### src/rtl/axi_lite_mem_slave_if.sv
// AXI4-Lite channel bundle for one master port of the bus interconnect.
// The master modport drives requests; the slave modport drives readies and responses.
interface axi_lite_mem_slave_if #(
  parameter int unsigned DATA_WIDTH = 32,
  parameter int unsigned ADDR_WIDTH = 8,
  parameter int unsigned RESP_WIDTH = 3
);
  localparam int unsigned STRB_WIDTH = DATA_WIDTH / 8 + 1;

  logic [ADDR_WIDTH-1:0] awaddr;
  logic                  awvalid;
  logic                  awready;
  logic [DATA_WIDTH-1:0] wdata;
  logic [STRB_WIDTH-1:0] wstrb;
  logic                  wvalid;
  logic                  wready;
  logic [RESP_WIDTH-1:0] bresp;
  logic                  bvalid;
  logic                  bready;
  logic [ADDR_WIDTH-1:0] araddr;
  logic                  arvalid;
  logic                  arready;
  logic [DATA_WIDTH-1:0] rdata;
  logic [RESP_WIDTH-1:0] rresp;
  logic                  rvalid;
  logic                  rready;

  modport master (
    output awaddr, awvalid, wdata, wstrb, wvalid, bready, araddr, arvalid, rready,
    input  awready, wready, bresp, bvalid, arready, rdata, rresp, rvalid
  );

  modport slave (
    input  awaddr, awvalid, wdata, wstrb, wvalid, bready, araddr, arvalid, rready,
    output awready, wready, bresp, bvalid, arready, rdata, rresp, rvalid
  );
endinterface

### src/rtl/axi_lite_mem_slave.sv
// AXI4-Lite flop memory slave: DEPTH 32-bit words, byte-strobed writes, SLVERR outside
// the window. Independent write and read engines, one outstanding transaction each.
module axi_lite_mem_slave #(
  parameter int unsigned DATA_WIDTH = 32,
  parameter int unsigned ADDR_WIDTH = 8,
  parameter int unsigned RESP_WIDTH = 3,
  parameter int unsigned BASE_ADDR  = 0,
  parameter int unsigned DEPTH      = 4
) (
  input  logic                s0_axi_aclk,
  input  logic                s0_axi_aresetn,
  axi_lite_mem_slave_if.slave s0_axi
);
  localparam int unsigned STRB_W = DATA_WIDTH / 8;
  localparam int unsigned IDX_W  = (DEPTH > 1) ? $clog2(DEPTH) : 1;
  localparam int unsigned WINDOW = DEPTH * 4;
  localparam logic [ADDR_WIDTH-1:0] BASE        = ADDR_WIDTH'(BASE_ADDR);
  localparam logic [RESP_WIDTH-1:0] RESP_OKAY   = RESP_WIDTH'(0);
  localparam logic [RESP_WIDTH-1:0] RESP_SLVERR = RESP_WIDTH'(2);

  typedef enum logic [1:0] {W_IDLE, W_GOT_A, W_GOT_D, W_RESP} w_state_t;
  typedef enum logic       {R_IDLE, R_DATA} r_state_t;

  // Extra top bit of the subtraction is the borrow, i.e. addr below BASE.
  function automatic logic in_range(input logic [ADDR_WIDTH-1:0] addr);
    logic [ADDR_WIDTH:0] off_ext;
    off_ext = {1'b0, addr} - {1'b0, BASE};
    return !off_ext[ADDR_WIDTH] && (32'(off_ext[ADDR_WIDTH-1:0]) < WINDOW);
  endfunction

  function automatic logic [IDX_W-1:0] word_idx(input logic [ADDR_WIDTH-1:0] addr);
    logic [ADDR_WIDTH-1:0] off;
    off = addr - BASE;
    return IDX_W'(off >> 2);
  endfunction

  logic [DATA_WIDTH-1:0] mem [DEPTH];

  w_state_t              w_state;
  r_state_t              r_state;
  logic [ADDR_WIDTH-1:0] awaddr_q;
  logic [DATA_WIDTH-1:0] wdata_q;
  logic [STRB_W-1:0]     wstrb_q;

  logic                  aw_hs, w_hs, b_hs, ar_hs, r_hs;
  logic                  commit_en;
  logic [ADDR_WIDTH-1:0] commit_addr;
  logic [DATA_WIDTH-1:0] commit_data;
  logic [STRB_W-1:0]     commit_strb;
  logic                  unused_strb_msb;

  assign aw_hs = s0_axi.awvalid && s0_axi.awready;
  assign w_hs  = s0_axi.wvalid  && s0_axi.wready;
  assign b_hs  = s0_axi.bvalid  && s0_axi.bready;
  assign ar_hs = s0_axi.arvalid && s0_axi.arready;
  assign r_hs  = s0_axi.rvalid  && s0_axi.rready;
  assign unused_strb_msb = s0_axi.wstrb[STRB_W];

  // The edge that completes the AW/W pair commits, merging latched and live halves.
  always_comb begin
    commit_en   = 1'b0;
    commit_addr = (w_state == W_GOT_A) ? awaddr_q : s0_axi.awaddr;
    commit_data = (w_state == W_GOT_D) ? wdata_q  : s0_axi.wdata;
    commit_strb = (w_state == W_GOT_D) ? wstrb_q  : s0_axi.wstrb[STRB_W-1:0];
    case (w_state)
      W_IDLE:  commit_en = aw_hs && w_hs;
      W_GOT_A: commit_en = w_hs;
      W_GOT_D: commit_en = aw_hs;
      default: commit_en = 1'b0;
    endcase
  end

  always_ff @(posedge s0_axi_aclk or negedge s0_axi_aresetn) begin
    if (!s0_axi_aresetn) begin
      w_state        <= W_IDLE;
      s0_axi.awready <= 1'b0;
      s0_axi.wready  <= 1'b0;
      s0_axi.bvalid  <= 1'b0;
      s0_axi.bresp   <= RESP_OKAY;
      awaddr_q       <= '0;
      wdata_q        <= '0;
      wstrb_q        <= '0;
    end else if (commit_en) begin
      w_state        <= W_RESP;
      s0_axi.awready <= 1'b0;
      s0_axi.wready  <= 1'b0;
      s0_axi.bvalid  <= 1'b1;
      s0_axi.bresp   <= in_range(commit_addr) ? RESP_OKAY : RESP_SLVERR;
    end else begin
      case (w_state)
        W_IDLE: begin
          if (aw_hs) begin
            w_state        <= W_GOT_A;
            awaddr_q       <= s0_axi.awaddr;
            s0_axi.awready <= 1'b0;
            s0_axi.wready  <= 1'b1;
          end else if (w_hs) begin
            w_state        <= W_GOT_D;
            wdata_q        <= s0_axi.wdata;
            wstrb_q        <= s0_axi.wstrb[STRB_W-1:0];
            s0_axi.awready <= 1'b1;
            s0_axi.wready  <= 1'b0;
          end else begin
            s0_axi.awready <= 1'b1;
            s0_axi.wready  <= 1'b1;
          end
        end
        W_RESP: begin
          if (b_hs) begin
            w_state        <= W_IDLE;
            s0_axi.bvalid  <= 1'b0;
            s0_axi.awready <= 1'b1;
            s0_axi.wready  <= 1'b1;
          end
        end
        default: ;
      endcase
    end
  end

  always_ff @(posedge s0_axi_aclk or negedge s0_axi_aresetn) begin
    if (!s0_axi_aresetn) begin
      for (int i = 0; i < int'(DEPTH); i++) mem[i] <= '0;
    end else if (commit_en && in_range(commit_addr)) begin
      for (int b = 0; b < int'(STRB_W); b++) begin
        if (commit_strb[b]) mem[word_idx(commit_addr)][8*b +: 8] <= commit_data[8*b +: 8];
      end
    end
  end

  // Nonblocking memory update makes a same-edge read see the pre-write word.
  always_ff @(posedge s0_axi_aclk or negedge s0_axi_aresetn) begin
    if (!s0_axi_aresetn) begin
      r_state        <= R_IDLE;
      s0_axi.arready <= 1'b0;
      s0_axi.rvalid  <= 1'b0;
      s0_axi.rdata   <= '0;
      s0_axi.rresp   <= RESP_OKAY;
    end else begin
      case (r_state)
        R_IDLE: begin
          if (ar_hs) begin
            r_state        <= R_DATA;
            s0_axi.arready <= 1'b0;
            s0_axi.rvalid  <= 1'b1;
            if (in_range(s0_axi.araddr)) begin
              s0_axi.rdata <= mem[word_idx(s0_axi.araddr)];
              s0_axi.rresp <= RESP_OKAY;
            end else begin
              s0_axi.rdata <= '0;
              s0_axi.rresp <= RESP_SLVERR;
            end
          end else begin
            s0_axi.arready <= 1'b1;
          end
        end
        R_DATA: begin
          if (r_hs) begin
            r_state        <= R_IDLE;
            s0_axi.rvalid  <= 1'b0;
            s0_axi.arready <= 1'b1;
          end
        end
        default: r_state <= R_IDLE;
      endcase
    end
  end
endmodule

### src/flat_wrapper.sv
// flat-port wrapper written by rule: the top's interface ports become plain ports
module axi_lite_mem_slave_flat 
#(
  parameter int unsigned DATA_WIDTH = 32,
  parameter int unsigned ADDR_WIDTH = 8,
  parameter int unsigned RESP_WIDTH = 3,
  parameter int unsigned BASE_ADDR  = 0,
  parameter int unsigned DEPTH      = 4
)
  (s0_axi_aclk, s0_axi_aresetn, s0_axi_awaddr, s0_axi_awvalid, s0_axi_wdata, s0_axi_wstrb, s0_axi_wvalid, s0_axi_bready, s0_axi_araddr, s0_axi_arvalid, s0_axi_rready, s0_axi_awready, s0_axi_wready, s0_axi_bresp, s0_axi_bvalid, s0_axi_arready, s0_axi_rdata, s0_axi_rresp, s0_axi_rvalid);
  axi_lite_mem_slave_if #(.DATA_WIDTH(DATA_WIDTH), .ADDR_WIDTH(ADDR_WIDTH), .RESP_WIDTH(RESP_WIDTH)) s0_axi_i ();
  input  logic s0_axi_aclk;
  input  logic s0_axi_aresetn;
  input wire logic [$bits(s0_axi_i.awaddr)-1:0] s0_axi_awaddr;
  input wire logic [$bits(s0_axi_i.awvalid)-1:0] s0_axi_awvalid;
  input wire logic [$bits(s0_axi_i.wdata)-1:0] s0_axi_wdata;
  input wire logic [$bits(s0_axi_i.wstrb)-1:0] s0_axi_wstrb;
  input wire logic [$bits(s0_axi_i.wvalid)-1:0] s0_axi_wvalid;
  input wire logic [$bits(s0_axi_i.bready)-1:0] s0_axi_bready;
  input wire logic [$bits(s0_axi_i.araddr)-1:0] s0_axi_araddr;
  input wire logic [$bits(s0_axi_i.arvalid)-1:0] s0_axi_arvalid;
  input wire logic [$bits(s0_axi_i.rready)-1:0] s0_axi_rready;
  output wire logic [$bits(s0_axi_i.awready)-1:0] s0_axi_awready;
  output wire logic [$bits(s0_axi_i.wready)-1:0] s0_axi_wready;
  output wire logic [$bits(s0_axi_i.bresp)-1:0] s0_axi_bresp;
  output wire logic [$bits(s0_axi_i.bvalid)-1:0] s0_axi_bvalid;
  output wire logic [$bits(s0_axi_i.arready)-1:0] s0_axi_arready;
  output wire logic [$bits(s0_axi_i.rdata)-1:0] s0_axi_rdata;
  output wire logic [$bits(s0_axi_i.rresp)-1:0] s0_axi_rresp;
  output wire logic [$bits(s0_axi_i.rvalid)-1:0] s0_axi_rvalid;
  assign s0_axi_i.awaddr = s0_axi_awaddr;
  assign s0_axi_i.awvalid = s0_axi_awvalid;
  assign s0_axi_i.wdata = s0_axi_wdata;
  assign s0_axi_i.wstrb = s0_axi_wstrb;
  assign s0_axi_i.wvalid = s0_axi_wvalid;
  assign s0_axi_i.bready = s0_axi_bready;
  assign s0_axi_i.araddr = s0_axi_araddr;
  assign s0_axi_i.arvalid = s0_axi_arvalid;
  assign s0_axi_i.rready = s0_axi_rready;
  assign s0_axi_awready = s0_axi_i.awready;
  assign s0_axi_wready = s0_axi_i.wready;
  assign s0_axi_bresp = s0_axi_i.bresp;
  assign s0_axi_bvalid = s0_axi_i.bvalid;
  assign s0_axi_arready = s0_axi_i.arready;
  assign s0_axi_rdata = s0_axi_i.rdata;
  assign s0_axi_rresp = s0_axi_i.rresp;
  assign s0_axi_rvalid = s0_axi_i.rvalid;
  axi_lite_mem_slave #(.DATA_WIDTH(DATA_WIDTH), .ADDR_WIDTH(ADDR_WIDTH), .RESP_WIDTH(RESP_WIDTH), .BASE_ADDR(BASE_ADDR), .DEPTH(DEPTH)) u_core (.s0_axi_aclk(s0_axi_aclk), .s0_axi_aresetn(s0_axi_aresetn), .s0_axi(s0_axi_i));
endmodule
### config.mk
export PLATFORM = sky130hd
export DESIGN_NAME = axi_lite_mem_slave_flat
export DESIGN_NICKNAME = d
export VERILOG_FILES = /design/src/rtl/axi_lite_mem_slave_if.sv /design/src/rtl/axi_lite_mem_slave.sv /design/src/flat_wrapper.sv
export SDC_FILE = /design/constraint.sdc
export NUM_CORES = 1
export LEC_CHECK = 0
export ABC_AREA = 1
export BUFFER_PORTS_ARGS = -buffer_cell sky130_fd_sc_hd__buf_4
export CORE_MARGIN = 8
export CORE_UTILIZATION = 60
export DETAILED_ROUTE_END_ITERATION = 16
export PLACE_DENSITY = 0.89
export SKIP_CTS_REPAIR_TIMING = 1
export SLEW_MARGIN = 20
export SYNTH_ARGS = -nofsm -noshare
export SYNTH_HDL_FRONTEND = slang
export SYNTH_SLANG_ARGS = --single-unit
### constraint.sdc
create_clock -name s0_axi_aclk -period 4.4 [get_ports s0_axi_aclk]
set_input_delay 0.44 -clock s0_axi_aclk [delete_from_list [all_inputs] [get_ports s0_axi_aclk]]
set_output_delay 0.44 -clock s0_axi_aclk [all_outputs]
set_load 0.03 [all_outputs]
# Word-level counts from Yosys, hierarchy flattened
# Cells that the tools add are included.
dict set report totals {
  input_bits 60
  reg_bits 218
  wordCells 107
}
dict set report classes {
  n_reduce_logical 19
  eq_ne 7
  magnitude_cmp 5
  bitwise 5
  n_mux 54
}
# op count
set op_table {}
lappend op_table {{128-bit two-way mux} 7}
lappend op_table {{128-bit bitwise mux} 4}
lappend op_table {{32-bit demux with 2-bit select} 4}
lappend op_table {{32-bit two-way mux} 5}
lappend op_table {{32-bit binary-select mux with 2-bit select} 1}
lappend op_table {{24-bit two-way mux} 1}
lappend op_table {{8-bit by 5-bit < comparator with 1-bit output (second input constant)} 2}
lappend op_table {{16-bit two-way mux} 1}
lappend op_table {{8-bit two-way mux} 2}
lappend op_table {{1-bit two-way mux} 15}
lappend op_table {{2-bit two-way mux} 6}
lappend op_table {{1-bit one-hot mux with 2 select lines} 5}
lappend op_table {{1-bit logical AND} 8}
lappend op_table {{2-bit AND reduction} 4}
lappend op_table {{3-bit greater-or-equal comparator (second input constant)} 2}
lappend op_table {{2-bit inverter with 3-bit output} 2}
lappend op_table {{3-bit AND reduction} 2}
lappend op_table {{2-bit == test (second input constant)} 2}
lappend op_table {{4-bit two-way mux} 1}
lappend op_table {{4-bit by 1-bit inequality test with 1-bit output (second input constant)} 1}
lappend op_table {{2-bit one-hot mux with 2 select lines} 1}
lappend op_table {{4-bit AND reduction} 1}
lappend op_table {{2-bit nonzero test} 2}
lappend op_table {{3-bit by 1-bit < comparator with 1-bit output (second input constant)} 1}
lappend op_table {{other kinds (8)} 10}

# Depth between registers and ports, before layout
dict set report logic_depth {
  word_depth 18
  ltp_mapped 13
  depth_no_buf 11
}

# Worst setup path before layout
# Ideal clock, no wire load.
dict set report synth_timing {
  path_kind {reg2reg}
  startpoint {reg u_core.w_state[1]}
  endpoint {reg u_core.mem[100] (netlist bit)}
  arrival_time_ns 1.737
  n_path_buf 1
  setup_slack_ns 2.545
  path_stages_with_launch 11
  path_cell_list {dfrtp_1 -> inv_1 -> ha_1 -> inv_2 -> nor2_1 -> nand3b_1 -> nand2_2 -> buf_4 -> nand4_2 -> nand2_1 -> nand2_1}
}
dict set report synth_via {
  elab_chain_cells 18
  word_cells_on_any_way 29
}
# item line
set synth_lines {}
lappend synth_lines {{from (decl)} axi_lite_mem_slave.sv:39} ;# w_state_t w_state;
lappend synth_lines {{from (signal assigned)} axi_lite_mem_slave.sv:75} ;# w_state <= W_IDLE;
lappend synth_lines {{from (signal assigned)} axi_lite_mem_slave.sv:84} ;# w_state <= W_RESP;
lappend synth_lines {{from (signal assigned)} axi_lite_mem_slave.sv:93} ;# w_state <= W_GOT_A;
lappend synth_lines {{2-bit by 1-bit == test with 1-bit output} {axi_lite_mem_slave.sv:62, axi_lite_mem_slave.sv:65}}
lappend synth_lines {{8-bit two-way mux} axi_lite_mem_slave.sv:62} ;# commit_addr = (w_state == W_GOT_A) ? awaddr_q : s0_axi.awaddr;
lappend synth_lines {{2-bit inverter with 3-bit output (not written as such)} axi_lite_mem_slave.sv:126} ;# if (commit_strb[b]) mem[word_idx(commit_addr)][8*b +: 8] <= commit_data[8*b +: 8];
lappend synth_lines {{3-bit greater-or-equal comparator (not written as such) / 3-bit by 1-bit < comparator with 1-bit output (equally long branches)} axi_lite_mem_slave.sv:126}
lappend synth_lines {{1-bit logical AND (not written as such)} axi_lite_mem_slave.sv:126}
lappend synth_lines {{8-bit two-way mux (not written as such)} axi_lite_mem_slave.sv:126}
lappend synth_lines {{32-bit demux with 2-bit select} axi_lite_mem_slave.sv:126}
lappend synth_lines {{128-bit bitwise mux} axi_lite_mem_slave.sv:126}
lappend synth_lines {{(+2 left out)} --}
lappend synth_lines {{128-bit bitwise mux} axi_lite_mem_slave.sv:126}
lappend synth_lines {{128-bit two-way mux} axi_lite_mem_slave.sv:126}
lappend synth_lines {{128-bit two-way mux} axi_lite_mem_slave.sv:124} ;# end else if (commit_en && in_range(commit_addr)) begin
lappend synth_lines {{128-bit bitwise mux} axi_lite_mem_slave.sv:126}
lappend synth_lines {{128-bit two-way mux} axi_lite_mem_slave.sv:126}
lappend synth_lines {{128-bit two-way mux} axi_lite_mem_slave.sv:124}
lappend synth_lines {{128-bit bitwise mux} axi_lite_mem_slave.sv:126}
lappend synth_lines {{128-bit two-way mux} axi_lite_mem_slave.sv:126}
lappend synth_lines {{to (signal, indexed assignment)} axi_lite_mem_slave.sv:126}
lappend synth_lines {{to (decl)} axi_lite_mem_slave.sv:37} ;# logic [DATA_WIDTH-1:0] mem [DEPTH];
# Several ways; a longest one is shown, not always the timed one. The select of a mux whose other input is x is not followed.
# A chain may end at the register's enable or synchronous reset.

# Final worst setup path
dict set report layout_timing {
  startpoint {reg u_core.w_state[0]}
  endpoint {reg u_core.wdata_q[16]}
}
dict set report layout_via {
  elab_chain_cells 4
  word_cells_on_any_way 6
}
# item line
set layout_lines {}
lappend layout_lines {{2-bit == test, or another cell as far along} axi_lite_mem_slave.sv:65} ;# case (w_state)
lappend layout_lines {{1-bit one-hot mux with 3 select lines} axi_lite_mem_slave.sv:65}
lappend layout_lines {{1-bit inverter (no source line)} --}
lappend layout_lines {{4-bit AND reduction (no source line) *} --}
lappend layout_lines {{to (signal assigned)} axi_lite_mem_slave.sv:99} ;# wdata_q <= s0_axi.wdata;
lappend layout_lines {{to (decl)} axi_lite_mem_slave.sv:42} ;# logic [DATA_WIDTH-1:0] wdata_q;
# Mark *: on every way between the ends. The rest lies on a longest branch, timed or not.

==> run_results.csv <==
group,metric,value,unit
status,outcome,"finished clean",
route,totalWireLength,26400,um
yosys,synth_xor_area_share,0,%
yosys,ys_seq_area_share,52.5,%
timing,worst_pin_slew,1.11,ns
route,drc,0,
critical_path,path_max_fanout,39,
yosys,synthAdderAreaFrac,0.495,%
cts,ctsRootBufferMaster,"clkbuf_16",
yosys,synth.most_common_cell,"nand2_1",
yosys,synth-simple-area-share,28.3,%
yosys,synth_edf_count,0,
final_layout,fin_cells,1459,
global_routing,grt_max_degree,130,
place,place.gp.congestion,0.799,
critical_path,critPathRequiredTime,4.77,ns
floorplanning,initial_core_util,61.2,%
cts,clk_pin_slew_worst_paths,0.06,ns
final_layout,area_growth,14.0,%
global_routing,grt_overflow,0,
cts,clock_latency,0.50,ns
floorplanning,dieHeight,146,um
yosys,muxShareOfSynthArea,0,%
yosys,syn_avg_cell_area,8.60,um2
place,place_hpwl,15800,um
cts,cts_inserted_buffers,22,
floorplanning,ios,103,
place,port_buffers,93,
route,routedWlPerCell,18.1,um
yosys,synth_commonest_cells,"nand2_1 (354), dfrtp_1 (212), nand4_1 (128)",
route,drtAntennaViolNets,0,
timing,fin_crit_sh,70.8,%
yosys,synth_compound_area_share,12.4,%
final_layout,fillers,1238,
floorplanning,die-width,146,um
global_routing,grt_pass1_vias,8664,
timing,finClkSkew,0.00530,ns
global_routing,antenna_found_initial,0,
timing,setup_viol,0,
critical_path,endpoint_kind,"flip-flop",
cts,htree_levels,1,
yosys,ys.flop_type,"dfrtp_1",
critical_path,cp_data_arrival_time,3.48,ns
global_routing,grt.total_usage,24.4,%
yosys,synth_top_area_share,52.5,%
final_layout,antenna_cells,0,
timing,fmax,321,MHz
pwr,power.density,565,mW/mm2
timing,rsz0062_at_grt,"no",
hold_path,hold_class,"in2async",
cts,clk_path_buf_depth,3,
route,via_per_inst,6.15,
timing,period_needed,3.11,ns
yosys,async_flop_share,100,%
yosys,synth_top_family_by_area,"simple AND/OR/NAND/NOR gates",
cts,cts_tree,"yes",
cts,cts_sinks,212,
route,vias,8970,
yosys,synthTopCellsByArea,"dfrtp_1 (52%), nand2_1 (13%), nand4_1 (7.9%)",
yosys,syn_area,0.0101,mm2
floorplanning,core_area,0.0165,mm2
timing,fin_ws,1.29,ns
place,placed_cells,1421,
pwr,power,6.51,mW
yosys,yosys_warnings,0,
timing,slew_headroom,26.1,%
critical_path,critical_path_class,"reg2reg",
route,drt-initial-drc-count,1172,
final_layout,drive_gt1_share,14.4,%
timing,final_hold_viol_count,0,
critical_path,setup.worst_path.start_class,"flip-flop",
final_layout,final_util,69.7,%
pwr,leakagePower,5.99,nW
floorplanning,dieArea,0.0213,mm2
yosys,ys_types,30,
final_layout,final_nets,1289,
pwr,vdd_drop_max,0.435,mV
run,drv_cap,0,
timing,final_max_slew_viol_count,0,
floorplanning,rows,47,
timing,finalSetupTns,0,ns
yosys,synth_seq_cells,212,
place,place_ws,1.37,ns
yosys,syn_inst,1175,
yosys,yosysTopAreaCell,"dfrtp_1",
route,drt_first_pass_iters,6,
global_routing,grt_pass1_wl,44000,um
-- final cells by class --
class	count	area, um2	area share (%)
timing repair buffer	108	830	7.20
clock inverter	2	10.0	0.0869
inverter	57	214	1.86
clock buffer	36	694	6.03
tap	220	275	2.39
sequential	212	5310	46.1
multi-input combinational	824	4190	36.4
-- registers in the layout, indices dropped and copies added (netlist names), 2 cells and up --
| register | cells |
|---|---|
| u_core.awaddr_q | 6 |
| u_core.mem | 128 |
| u_core.s0_axi.rdata | 32 |
| u_core.w_state | 2 |
| u_core.wdata_q | 32 |
| u_core.wstrb_q | 4 |
-- layout by cell type, fill, tap and decap left out, drive strengths merged --
| cell | count |
|---|---|
| nand2 | 356 |
| dfrtp | 212 |
| o21ai | 146 |
| nand4 | 144 |
| buf | 107 |
| nor2 | 88 |
| inv | 54 |
| clkbuf | 37 |
| o22ai | 32 |
| a22o | 32 |
| nand3 | 11 |
| clkinv | 5 |
| a21oi | 4 |
| conb | 4 |
| ha | 4 |
| nand3b | 1 |
| nor3 | 1 |
| o31ai | 1 |
-- worst max-delay path, cell delays in order, from the launching register on --
cell	delay (ns)
dfrtp_1	0.41
inv_1	0.10
ha_2	0.71
nand3_1	0.13
nand2_1	0.16
inv_2	0.04
nand2_1	0.08
nand2_2	0.12
nand2_2	0.59
buf_4	0.47
o21ai_0	0.14
-- worst paths after layout --
check | start | to | slack (ns) | cells after the start
min in group s0_axi_aclk | s0_axi_rready | u_core.s0_axi.rvalid$_DFFE_PN0P_ | 0.12 | 2
setup reg to reg | u_core.w_state[0]$_DFFE_PN0P_ | u_core.wdata_q[16]$_DFFE_PN0P_ | 1.29 | 10
max in group asynchronous | s0_axi_aresetn | u_core.s0_axi.rdata[17]$_DFFE_PN0P_ | 3.22 | 2
hold reg to reg | u_core.mem[62]$_DFFE_PN0P_ | u_core.mem[62]$_DFFE_PN0P_ | 0.48 | 2
setup / recovery | u_core.w_state[0]$_DFFE_PN0P_ | u_core.wdata_q[16]$_DFFE_PN0P_ | 1.29 | 10
hold / removal | s0_axi_aresetn | u_core.awaddr_q[7]$_DFFE_PN0P_ | 0.06 | 1
-- power by group --
part           total [mW]  internal, mW  switching (mW)
clock                1.81          1.07           0.742
combinational        2.06         0.556            1.50
sequential           2.64          2.39           0.251
-- routing by layer --
| metal | vias to the layer above | global-route usage, % | share of wire [%] |
|---|---|---|---|
| li1 | 4126 | - | - |
| met1 | 4284 | 32.3 | 40 |
| met2 | 506 | 39.1 | 48 |
| met3 | 54 | 5.41 | 11 |
| met4 | 0 | 7.81 | 1.8 |
| met5 | - | 0 | 0 |
-- cell families after synthesis --
kind of cell | after synthesis
fa+ha+maj | 4
other cells | 1
simple gates | 601
flops | 212
compound gates | 215
buf+inv | 142
-- metrics by stage --
step / hold slack (ns) / area (um2)
after floorplan: 0.144 / 10100
after global placement: 0.457 / 10800
after detailed placement: 0.460 / 10800
after CTS: 0.110 / 11500
after global routing: 0.112 / 11500
final: 0.0625 / 11500
Note: power is estimated with default switching activity, not from simulation.
